--- config.mk ---
export PLATFORM = sky130hd
export DESIGN_NAME = bin_to_bcd_seq
export DESIGN_NICKNAME = d
export VERILOG_FILES = /design/src/rtl/bin_to_bcd_seq.sv
export SDC_FILE = /design/constraint.sdc
export NUM_CORES = 1
export LEC_CHECK = 0
export ABC_AREA = 1
export CAP_MARGIN = 20
export CORE_ASPECT_RATIO = 1.5
export CORE_MARGIN = 2
export CORE_UTILIZATION = 50
export CTS_CLUSTER_DIAMETER = 60
export CTS_CLUSTER_SIZE = 24
export DETAILED_ROUTE_END_ITERATION = 12
export PLACE_DENSITY = 0.73
export REMOVE_ABC_BUFFERS = 1
export SETUP_SLACK_MARGIN = 0.3
export SYNTH_ARGS = -nofsm -noshare
export SYNTH_HDL_FRONTEND = slang
export SYNTH_SLANG_ARGS = --single-unit
export TNS_END_PERCENT = 30
--- constraint.sdc ---
create_clock -name CLK -period 3 [get_ports CLK]
set_input_delay 0.6 -clock CLK [delete_from_list [all_inputs] [get_ports CLK]]
set_output_delay 0.6 -clock CLK [all_outputs]
set_load 0.1 [all_outputs]
--- src/rtl/bin_to_bcd_seq.sv ---
// ============================================================================
// Module   : bin_to_bcd_seq
// Brief    : Sequential shift-and-add-3 binary-to-BCD converter, one bit/clock.
//            Optional macro BCD_SAT_EN: saturate O_BCD to all 9s on overflow.
// Revision : 1.0 - initial release
// ============================================================================
`default_nettype none

module bin_to_bcd_seq #(
    parameter int BIN_LEN    = 10,
    parameter int BCD_DIGITS = 3,
    parameter int BCD_LEN    = 4 * BCD_DIGITS
) (
    input  logic               CLK,
    input  logic               RST,
    input  logic               I_ST,
    input  logic [BIN_LEN-1:0] I_BIN,
    output logic [BCD_LEN-1:0] O_BCD,
    output logic               O_BUSY,
    output logic               O_DONE,
    output logic               O_OVF
);

    localparam int NIB   = BCD_DIGITS + 1;
    localparam int SR_W  = 4 * NIB + BIN_LEN;
    localparam int CNT_W = $clog2(BIN_LEN + 1);

    typedef enum logic [0:0] {
        S_IDLE = 1'b0,
        S_CONV = 1'b1
    } state_t;

    state_t             r_state;
    state_t             w_state_nxt;
    logic               w_start;
    logic               w_last;

    logic [SR_W-1:0]    r_sr;
    logic [SR_W-1:0]    w_corr;
    logic [SR_W-1:0]    w_shift;
    logic [CNT_W-1:0]   r_cnt;

    logic [BCD_LEN-1:0] r_bcd;
    logic               r_busy;
    logic               r_done;
    logic               r_ovf;
    logic [BCD_LEN-1:0] w_bcd_res;
    logic               w_ovf;

    always_ff @(posedge CLK) begin
        if (RST) begin
            r_state <= S_IDLE;
        end else begin
            r_state <= w_state_nxt;
        end
    end

    always_comb begin
        w_state_nxt = r_state;
        w_start     = 1'b0;
        w_last      = 1'b0;
        case (r_state)
            S_IDLE: begin
                if (I_ST) begin
                    w_start     = 1'b1;
                    w_state_nxt = S_CONV;
                end
            end
            S_CONV: begin
                if (r_cnt == CNT_W'(1)) begin
                    w_last      = 1'b1;
                    w_state_nxt = S_IDLE;
                end
            end
            default: w_state_nxt = S_IDLE;
        endcase
    end

    // Binary bits pass through untouched; every BCD nibble gets its add-3 fix-up
    assign w_corr[BIN_LEN-1:0] = r_sr[BIN_LEN-1:0];

    for (genvar g = 0; g < NIB; g++) begin : g_nib
        localparam int LO = BIN_LEN + 4 * g;
        assign w_corr[LO+3:LO] = (r_sr[LO+3:LO] >= 4'd5) ? (r_sr[LO+3:LO] + 4'd3)
                                                         : r_sr[LO+3:LO];
    end

    assign w_shift = {w_corr[SR_W-2:0], 1'b0};
    assign w_ovf   = (w_shift[SR_W-1 -: 4] != 4'd0);

`ifdef BCD_SAT_EN
    assign w_bcd_res = w_ovf ? {BCD_DIGITS{4'h9}} : w_shift[BIN_LEN +: BCD_LEN];
`else
    assign w_bcd_res = w_shift[BIN_LEN +: BCD_LEN];
`endif

    // Results are only written on the final shift so they hold while busy
    always_ff @(posedge CLK) begin
        if (RST) begin
            r_sr   <= '0;
            r_cnt  <= '0;
            r_bcd  <= '0;
            r_busy <= 1'b0;
            r_done <= 1'b0;
            r_ovf  <= 1'b0;
        end else begin
            r_done <= 1'b0;
            if (w_start) begin
                r_sr   <= {{(4 * NIB){1'b0}}, I_BIN};
                r_cnt  <= CNT_W'(BIN_LEN);
                r_busy <= 1'b1;
            end else if (r_state == S_CONV) begin
                r_sr  <= w_shift;
                r_cnt <= r_cnt - CNT_W'(1);
                if (w_last) begin
                    r_busy <= 1'b0;
                    r_done <= 1'b1;
                    r_bcd  <= w_bcd_res;
                    r_ovf  <= w_ovf;
                end
            end
        end
    end

    assign O_BCD  = r_bcd;
    assign O_BUSY = r_busy;
    assign O_DONE = r_done;
    assign O_OVF  = r_ovf;

endmodule

`default_nettype wire
==> results of run 1 <==
[layout by cell type (no fill, tap or decap), types with 3 or more instances in the layout]
master           instances
nand2_1                 89
inv_1                   55
dfxtp_1                 46
a21oi_1                 24
o21ai_0                 24
buf_4                   16
clkdlybuf4s50_1         12
nor2_1                  10
ha_1                    10
nand3_1                  9
clkbuf_8                 6
nand4_1                  5
o211ai_1                 5
o21ai_1                  4
xor2_1                   3
inv_2                    3
[final cells by class]
class | count | area, µm²
Clock inverter | 1 | 5.00
Sequential cell | 46 | 921
Clock buffer | 7 | 86.3
Tap cell | 46 | 57.6
Inverter | 58 | 218
Fill cell | 426 | 1710
Timing Repair Buffer | 28 | 240
Multi-Input combinational cell | 192 | 970
[cell families (layout without fill, tap and decap cells)]
logic type | Yosys count | in the layout | synth area share
compound gates | 60 | 60 | 0.148
xor+xnor | 3 | 3 | 0.0121
fa+ha+maj | 10 | 10 | 0.0576
buf+inv | 68 | 94 | 0.129
flops | 46 | 46 | 0.424
simple gates | 119 | 119 | 0.229
[cells in the mapped netlist]
library cell / count / share of area
nor2_2: 2 / 0.0058
nand2_2: 2 / 0.0058
nand4_2: 1 / 0.0058
inv_1: 55 / 0.095
o211ai_1: 5 / 0.017
buf_6: 1 / 0.0052
o21ai_1: 4 / 0.0092
o221ai_1: 1 / 0.0040
nand2_1: 89 / 0.15
dfxtp_1: 46 / 0.42
buf_4: 3 / 0.010
nor2_1: 10 / 0.017
ha_1: 10 / 0.058
o21ai_0: 24 / 0.055
clkbuf_1: 1 / 0.0017
xor2_1: 3 / 0.012
nand3_1: 9 / 0.021
buf_2: 5 / 0.012
nand4_1: 5 / 0.014
a221oi_1: 1 / 0.0040
nor2_4: 1 / 0.0052
a21oi_1: 24 / 0.055
a31oi_1: 1 / 0.0029
inv_2: 3 / 0.0052
[registers in the layout, indices dropped and copies added, names as in the netlist]
| name | flops |
|---|---|
| O_BCD | 12 |
| O_BUSY | 1 |
| O_DONE | 1 |
| O_OVF | 1 |
| r_cnt | 4 |
| r_sr | 26 |
| r_state | 1 |
[critical path, cell delays in order]
cell	delay (ns)
clkdlybuf4s50_1	0.54
inv_2	0.05
nor2_2	0.36
inv_2	0.08
nand2_2	0.25
inv_1	0.12
o21ai_0	0.09
a21oi_1	0.06
[per-layer routing]
layer,vias to the layer above,track usage
li1,1001,-
met1,869,0.209
met2,32,0.345
met3,6,0.0478
met4,0,0.0698
met5,-,0
[report_power, final]
group / switching [mW] / internal, mW / leakage, nW / total (mW)
clock: 0.201 / 0.186 / 0.0482 / 0.386
sequential: 0.0156 / 0.638 / 0.375 / 0.654
combinational: 0.119 / 0.0622 / 0.873 / 0.182
[final timing paths]
check,end,slack [ns],depth (start not counted)
worst max register to register,r_sr[13],1.36,7
worst max-delay path,r_sr[13],1.02,8
worst min-delay path,O_BCD[2],0.45,2
worst min register to register,O_BCD[2],0.45,2
[per-stage QoR]
step                worst slack (ns)   util  cell area (µm²)  instances  hold WS [ns]
global route                   0.931  0.593             2500        378         0.474
CTS                             1.03  0.593             2500        378         0.456
floorplan                       1.48      -             2110        296         0.437
detailed placement             0.697  0.572             2410        370         0.440
global placement               0.740  0.572             2410        370         0.440
finish                          1.02  0.593             2500        378         0.453
==> reports/qor.csv, run 1 <==
metric;value;unit
status;complete, no violations;
register area share after synthesis;0.424;
Synth Register Bits;46;
final setup fails;0;
max_cap viols;0;
Setup crit start;I_ST;
total power draw;1.22;mW
worst hold path type;register to register;
largest net degree at the start of global routing;30;
peak supply drop;471;µV
hold buffers post-CTS;0;
H-tree depth;2;
Nets;354;
count of synthesis-stage warnings from yosys;0;
port bufs;27;
CTS tree;built;
Die X;57.8;µm
element type at the critical path end;register;
CP max FO;15;
die height;84.7;µm
die area;0.00490;mm²
Reg clk slew, reported paths;0.08;ns
worst r2r src;r_state;
Area Growth Syn to Fin;15.0;%
post-CTS sizing;0;
final wirelength;4.17;mm
Detail Route met2 WL;2.10;mm
Ports;28;
RSZ-0062 raised after global routing;false;
post-synth cell types;24;
DP HPWL;3.00;mm
Diodes inserted;0;
first-pass GRT wire length;7.42;mm
CTS sink count;46;
Crit path arrival time;2.16;ns
DRC viols;0;
wl on met1;1.84;mm
Iteration-0 DRC Markers;75;
Core ar.;0.00421;mm²
Synth Cell Area;0.00217;mm²
vias;1908;
layout cells sized above 1;0.0964;
GPL Wtd Cong;0.793;
max frequency;506;MHz
CTS Buf Count;5;
beginning of the worst hold path;O_BCD[2];
PwrDens;489;mW/mm²
syn avg cell area;7.09;µm²
Mapped Cells;306;
Worst EP required;3.19;ns
initial antenna violation count;0;
postcts setup bufs;0;
Final min period;1.98;ns
Setup CP Type;input port to register;
met3 WL post-DR;160;µm
clock skew;0.00421;ns
P_leak;1.30;nW
actual transition at the worst max-transition pin;0.793;ns
Rows;29;
Avg Vias per Cell;5.05;
clk root buf;clkbuf_8;
first-pass detailed-route iteration total;5;
Bufs on Longest Clock Path;2;
GRT Util Overall;0.191;
vias in the first global route;1800;
top sig layer;met4;
Worst-Skew Late Latency;0.30;ns
Avg WL per Cell;11.0;µm
fin. max-slew vios;0;
Tcrit/Tclk final;0.659;
Final TNS setup;0;ns
Startpoint Class;input port;
final hold violation count;0;
Slew HR;0.471;
grt ovf;0;
antenna violation net count after detailed routing;0;
Initial Utilization;0.516;
No activity file was read; power rests on OpenSTA's default activity.
==> inputs of run 2 (changes only) <==
==> constraint.sdc (replaced) <==
create_clock -name CLK -period 2.06 [get_ports CLK]
set_input_delay 0.412 -clock CLK [delete_from_list [all_inputs] [get_ports CLK]]
set_output_delay 0.412 -clock CLK [all_outputs]
set_load 0.1 [all_outputs]
==> run 2 against run 1 <==
Compared with the run above: critical path depth shrank 2; utilization grew 1.1 points; die area is the same; clock skew grew 0.0035 ns; sequential share of layout area shrank 0.65 points; final cell count grew 1.1%; critical path type is now register to register; critical endpoint is now O_BCD[0]; highest routed layer unchanged.
==> reports/qor.csv, run 2 (synthesized netlist as in run 1, its figures left out) <==
metric;value;unit
max_cap viols;0;
vias in the first global route;1711;
fin. max-slew vios;0;
CTS Buf Count;5;
Nets;358;
Final Non-Filler Cells;382;
Multi-input gate area;970;µm²
initial antenna violation count;0;
largest net degree at the start of global routing;30;
peak supply drop;713;µV
Final TNS setup;0;ns
P_leak;1.32;nW
GRT Util Overall;0.184;
CTS sink count;46;
worst hold path type;register to register;
Crit path arrival time;1.70;ns
Iteration-0 DRC Markers;49;
Die X;57.8;µm
Area Growth Syn to Fin;17.1;%
Hold Slack;0.453;ns
actual transition at the worst max-transition pin;0.775;ns
most frequent CP cell;inv_1;
PwrDens;736;mW/mm²
WP depth;6;
Top delay family on crit path;simple AND/OR/NAND/NOR gates;
Largest stage delay, worst path;0.37;ns
final setup fails;0;
fin util;0.604;
Bufs on Longest Clock Path;2;
beginning of the worst hold path;O_BCD[8];
worst r2r src;r_cnt[1];
Slew HR;0.483;
Startpoint Class;register;
r2r worst-path depth;6;
Crit Reg-Reg Endpoint;O_BCD[0];
worst path bufs/invs;2;
Critical-path top delay cell;nor2_2;
Initial Utilization;0.516;
commonest cells after routing, fill and taps aside;89 x nand2_1, 55 x inv_1, 46 x dfxtp_1, 24 x a21oi_1, 24 x o21ai_0;
Reg clk slew, reported paths;0.08;ns
DRC viols;0;
Diodes inserted;0;
vias;1877;
H-tree depth;2;
CP max FO;11;
Worst-Skew Late Latency;0.29;ns
port bufs;27;
max frequency;673;MHz
Avg Vias per Cell;4.91;
layout cells sized above 1;0.104;
Avg WL per Cell;10.8;µm
CTS tree;built;
ordered cell list for the critical path;inv_1 -> ha_1 -> nand4_2 -> nor2_2 -> inv_1 -> o21ai_0;
area occupied by registers;921;µm²
status;complete, no violations;
antenna violation net count after detailed routing;0;
Worst Setup EP;O_BCD[0];
first-pass GRT wire length;7.11;mm
Filler cells;389;
final setup margin;0.575;ns
Inst Count DP;374;
Ports;28;
clock skew;0.00766;ns
Biggest register;r_sr;
Setup CP Type;register to register;
max reg flops;26;
die height;84.7;µm
hold buffers post-CTS;0;
die area;0.00490;mm²
Worst EP required;2.28;ns
Final min period;1.48;ns
Rows;29;
final wirelength;4.11;mm
first-pass detailed-route iteration total;4;
GPL Wtd Cong;0.792;
Tcrit/Tclk final;0.721;
RSZ-0062 raised after global routing;false;
DP HPWL;3.09;mm
setup slack at placement;0.333;ns
final hold violation count;0;
element type at the critical path end;register;
Setup crit start;r_cnt[1];
Core ar.;0.00421;mm²
postcts setup bufs;0;
clk root buf;clkbuf_8;
post-CTS sizing;0;
grt ovf;0;
most common cell after layout, fill and taps aside;nand2_1;
slack of the worst reg-to-reg path;0.58;ns
run 2: metrics by stage:
stage	power (mW)	cell area [µm²]
finish	1.87	2540
global placement	1.24	2440
floorplan	1.16	2110
global route	1.97	2540
CTS	1.89	2540
detailed placement	1.25	2440
run 2: worst min path at each step:
stage	cells past startpoint	end	slack, ns
2_1_floorplan	2	r_sr[0]	0.44
3_3_place_gp	2	O_BCD[8]	0.44
3_5_place_dp	2	O_BCD[2]	0.44
4_1_cts	2	O_BCD[5]	0.46
5_1_grt	2	O_BCD[10]	0.47
6_report	2	O_BCD[8]	0.45
run 2: worst min-delay path: cells and delay by family (launching register included):
family | cells | cell delay (ns)
flip-flops | 1 | 0.32
AND/OR/NAND/NOR | 2 | 0.10
run 2: final cells by class:
cell class | count | share of cell area
multi-input combinational | 192 | 0.381
sequential | 46 | 0.362
timing repair buffer | 32 | 0.106
inverter | 58 | 0.0856
clock buffer | 7 | 0.0300
tap | 46 | 0.0226
clock inverter | 1 | 0.0118
run 2: power breakdown:
group          internal, mW  switching [mW]
registers             0.929          0.0259
clock network         0.363           0.284
logic                0.0971           0.172
run 2: routing by layer:
metal / GRT usage / up-vias / share of wire
li1: - / 1009 / -
met1: 0.198 / 834 / 0.44
met2: 0.339 / 32 / 0.52
met3: 0.0339 / 2 / 0.031
met4: 0.0782 / 0 / 0.0071
met5: 0 / - / 0
==> RTL change 1: new RTL, config.mk and constraints of run 2 <==
Set the parameter `BIN_LEN` to 20 (it was 10).
--- a/src/rtl/bin_to_bcd_seq.sv
+++ b/src/rtl/bin_to_bcd_seq.sv
@@ -8,5 +8,5 @@
 
 module bin_to_bcd_seq #(
-    parameter int BIN_LEN    = 10,
+    parameter int BIN_LEN    = 20,
     parameter int BCD_DIGITS = 3,
     parameter int BCD_LEN    = 4 * BCD_DIGITS
Interface: changed (resized I_BIN); port bits go from 28 to 38. No check against the original RTL was run, so the function may have changed too.
==> RTL change 1 against run 2 <==
- sequential share of layout area down 2.4 points
- total power up 48%
- final area up 33%
- utilization up 2.1 points
- synthesized area up 28%
- first-iteration DRC count up 24%
- via count up 31%
- wire length up 40%
- setup slack better by 49 ps
- sequential cell count up 11
- critical path type unchanged
- largest cell class unchanged
==> RTL change 1: results (changes against run 2) <==
metric	value	unit	change
Post-CTS Resized	0		unchanged
Finished Layout Cells	503		+32%
Detail Route met3 WL	231	µm	+83%
iteration count of the initial detailed-routing pass	5		+1
R2R depth	9		+3
antenna violations before repair	0		unchanged
register-to-register setup slack	620	ps	+50 ps
initial drt markers	61		+24%
GRT Util Overall	21.0	%	+2.6 points
via count of the first global-routing pass	2362		+38%
placed cell areas	3150	µm²	+29%
worst hold-check path type	reg2reg		
number of placed instances, taps included	487		+30%
number of levels in the clock H-tree	3		+1
fraction of met2 tracks used by global routing	39.4	%	+5.5 points
average via count per standard cell	4.90		-0.22%
routed metal-1 wirelength	2.34	mm	+29%
Total Routed Length	5.74	mm	+40%
count of cell types in the netlist	30		+25%
transition time of the tightest slew-check pin	288	ps	-487 ps
Hold Path Cell Cnt	2		unchanged
Fin Clk Skew	8.43	ps	+0.769 ps
Hold Worst Slack	448	ps	-5.62 ps
status	finished clean		
time the final worst path needs with I/O delays and setup	1440	ps	-48.7 ps
Worst EP arrival	1690	ps	
TritonCTS Buffers	9		+4
flip-flop count of the largest register, all copies and words added	36		+38%
share of synthesized area occupied by flip-flops and latches	41.0	%	-1.4 points
worst IR drop on VDD	0.000478	V	-33%
met1 GRT Util	20.9	%	+1.0 points
share of post-route cells with drive strength above 1	13.2	%	+2.7 points
maximum count of clock buffers along a single path	2		unchanged
Setup WS pre-CTS	330	ps	-3.52 ps
global routing met3 resource utilization	5.08	%	+1.7 points
number of buffers inserted by port buffering	37		+37%
GP Congestion	0.768		-3.1%
standby leakage power	0.00167	µW	+27%
worst-path maximum fanout	3		-8
NumNets Final	461		+29%
routed length on met2	3.06	mm	+43%
synthesized instance count	387		+26%
wire length of the first global-routing pass	9.83	mm	+38%
largest net degree at the start of global routing	21		-30%
most frequent cells after synthesis	sky130_fd_sc_hd__nand2_1 (127), sky130_fd_sc_hd__inv_1 (67), sky130_fd_sc_hd__dfxtp_1 (57), sky130_fd_sc_hd__a21oi_1 (25), sky130_fd_sc_hd__o21ai_0 (18)		
top area cells in the synthesized netlist	sky130_fd_sc_hd__dfxtp_1 (41%), sky130_fd_sc_hd__nand2_1 (17%), sky130_fd_sc_hd__inv_1 (9.0%)		
DPL Wire Length	4.18	mm	+35%
clock latency on the worst-skew pair	340	ps	+50 ps
RTL change 1: changes by cell type after synthesis, sizes merged, moves of 2 or more:
cell	change
o21ai	-2
nand4	-4
nor3	+2
o221ai	+3
buf	+4
dfxtp	+11
a21boi	+2
inv	+15
nand3	+8
nand2	+39
RTL change 1: kinds of logic (layout without fill, tap and decap cells):
family	count (synthesis)	in the layout	share of synthesized area (%)
compound gates	64	64	13.6
xor+xnor	3	3	0.944
fa+ha+maj	10	10	4.49
buf+inv	86	132	13.7
flops	57	57	41.0
simple gates	167	167	26.2
RTL change 1: cell type report:
type,count,area [µm²]
fillers,500,2030
multi-input cells,244,1260
flip-flops and latches,57,1140
repair buffers,43,378
inverters,73,282
clock buffers,11,151
well taps,70,87.6
clock inverters,5,77.6
RTL change 1: final timing paths:
| kind | start | endpoint |
|---|---|---|
| hold / removal | O_BCD[2] | O_BCD[2] |
| hold reg to reg | O_BCD[2] | O_BCD[2] |
| setup reg to reg | r_sr[28] | r_sr[29] |
| setup / recovery | r_sr[28] | r_sr[29] |
RTL change 1: where the power goes:
group          internal, µW  switching [µW]  total (µW)
clock                   742             458        1200
sequential             1160            39.3        1200
combinational           144             230         374
RTL change 1: critical path, cell delays in order, from the launching register on:
cell and delay, ps:
sky130_fd_sc_hd__dfxtp_1 370, sky130_fd_sc_hd__inv_1 100, sky130_fd_sc_hd__ha_1 220, sky130_fd_sc_hd__inv_1 60, sky130_fd_sc_hd__nand2_1 70, sky130_fd_sc_hd__nand3_1 130, sky130_fd_sc_hd__xor2_1 240, sky130_fd_sc_hd__nand2_1 70
sky130_fd_sc_hd__nand2_1 60, sky130_fd_sc_hd__inv_1 30
==> RTL change 2: new RTL, flow settings as in run 2 <==
Made on the original files. Register the output `O_BCD` once more, cleared by the reset; this adds one clock of latency there. The other outputs are not delayed to match.
--- a/src/rtl/bin_to_bcd_seq.sv
+++ b/src/rtl/bin_to_bcd_seq.sv
@@ -123,5 +123,11 @@
     end
 
-    assign O_BCD  = r_bcd;
+    always_ff @(posedge CLK) begin
+        if (RST) begin
+            O_BCD <= '0;
+        end else begin
+            O_BCD <= r_bcd;
+        end
+    end
     assign O_BUSY = r_busy;
     assign O_DONE = r_done;
Function: no difference found for any inputs over 10 cycles, from zero or initial values and one cycle with RST high; that may be too few to reach the edited logic, so the function may still have changed.
==> RTL change 2 against run 2 <==
- wire length increased by 16%
- total power grew 33%
- setup slack better by 17 ps
- count of clock-buffer cells in the layout is 8 higher
- clock power up 58%
- final area increased by 16%
- utilization grew 1.6 points
- synthesized area grew 13%
- worst hold slack worse by 27 ps
- sequential cell count is 12 higher
==> RTL change 2: results (changes against run 2) <==
metric	value	unit	change
share of synthesized area occupied by flip-flops and latches	47.4	%	+5.0 points
initial drt markers	43		-12%
worst-path maximum fanout	3		-8
average via count per standard cell	4.85		-1.3%
largest net degree at the start of global routing	27		-10%
number of placed instances, taps included	419		+12%
power consumed by sequential cells	1190	µW	+25%
GP Congestion	0.752		-5.1%
vias post-DR	2110		+12%
standby leakage power	0.00144	µW	+8.8%
Hold Worst Slack	426	ps	-26.8 ps
placed cell areas	2760	µm²	+13%
DPL Wire Length	3.33	mm	+7.8%
slowest stage cell, crit path	sky130_fd_sc_hd__dfxtp_1		
via count of the first global-routing pass	2010		+17%
global routing met3 resource utilization	6.04	%	+2.7 points
Fin Clk Skew	4.69	ps	-2.98 ps
TritonCTS Buffers	9		+4
power density over the cells	838	nW/µm²	+14%
clock latency on the worst-skew pair	330	ps	+40 ps
Setup WS pre-CTS	363	ps	+30.2 ps
Hold Crit Endpoint	O_BCD[0]		
share of post-route cells with drive strength above 1	11.9	%	+1.5 points
antenna violations before repair	0		unchanged
P_clk	1020	µW	+58%
fraction of met2 tracks used by global routing	34.6	%	+0.69 points
Clock transition at path regs	60	ps	-20 ps
launching instance or port of the critical path	r_sr[18]		
routed metal-1 wirelength	2.03	mm	+12%
buffers inserted during post-CTS setup optimization	0		unchanged
top area cells in the synthesized netlist	sky130_fd_sc_hd__dfxtp_1 (47%), sky130_fd_sc_hd__nand2_1 (12%), sky130_fd_sc_hd__inv_1 (9.8%)		
met1 GRT Util	20.9	%	+1.0 points
dominant delay contributor by cell family on the critical path	flip-flops		
status	finished clean		
normalized max-slew margin	71.5	%	+23 points
wire length of the first global-routing pass	8.24	mm	+16%
Net Sw Frac	24.9	%	-0.81 points
NumNets Final	387		+8.1%
most frequent cells after synthesis	sky130_fd_sc_hd__nand2_1 (76), sky130_fd_sc_hd__inv_1 (64), sky130_fd_sc_hd__dfxtp_1 (58), sky130_fd_sc_hd__o21ai_0 (25), sky130_fd_sc_hd__nor2_1 (24)		
mean cell area of the mapped netlist	7.42	µm²	+4.6%
sequential standard cell area	1160	µm²	+26%
worst IR drop on VDD	0.000615	V	-14%
Total Routed Length	4.77	mm	+16%
endpoint of the worst-slack reg-to-reg timing path	r_sr[19]		
Detail Route met3 WL	140	µm	+11%
number of fill cells in the layout	453		+16%
GRT Util Overall	20.2	%	+1.7 points
Worst Slack Setup Final	592	ps	+16.9 ps
==> RTL change 2: cell count changes after synthesis, sizes merged, moves of 3 or more <==
cell    delta
dfxtp     +12
nand2     -12
nor2      +12
inv        +9
o22ai      +6
buf        -3
clkbuf     +3
o211ai     -3
o21ai      -3
==> RTL change 2: final cells by class <==
| cell class | instances | area share (%) |
|---|---|---|
| sequential | 58 | 39.3 |
| multi-input combinational | 195 | 33.2 |
| timing repair buffer | 33 | 9.39 |
| inverter | 67 | 8.50 |
| clock buffer | 15 | 6.64 |
| tap | 66 | 2.79 |
| clock inverter | 1 | 0.169 |
==> RTL change 2: cell families (layout without fill, tap and decap cells) <==
family	after synthesis	count (layout)	share of synthesized area, %
xor gates and xnor gates	3	3	1.07
adders and majority gates	10	10	5.11
and+or+nand+nor	120	120	20.1
DFF	58	58	47.4
buffers and inverters	77	116	12.4
AOI/OAI and AO/OA	62	62	13.9
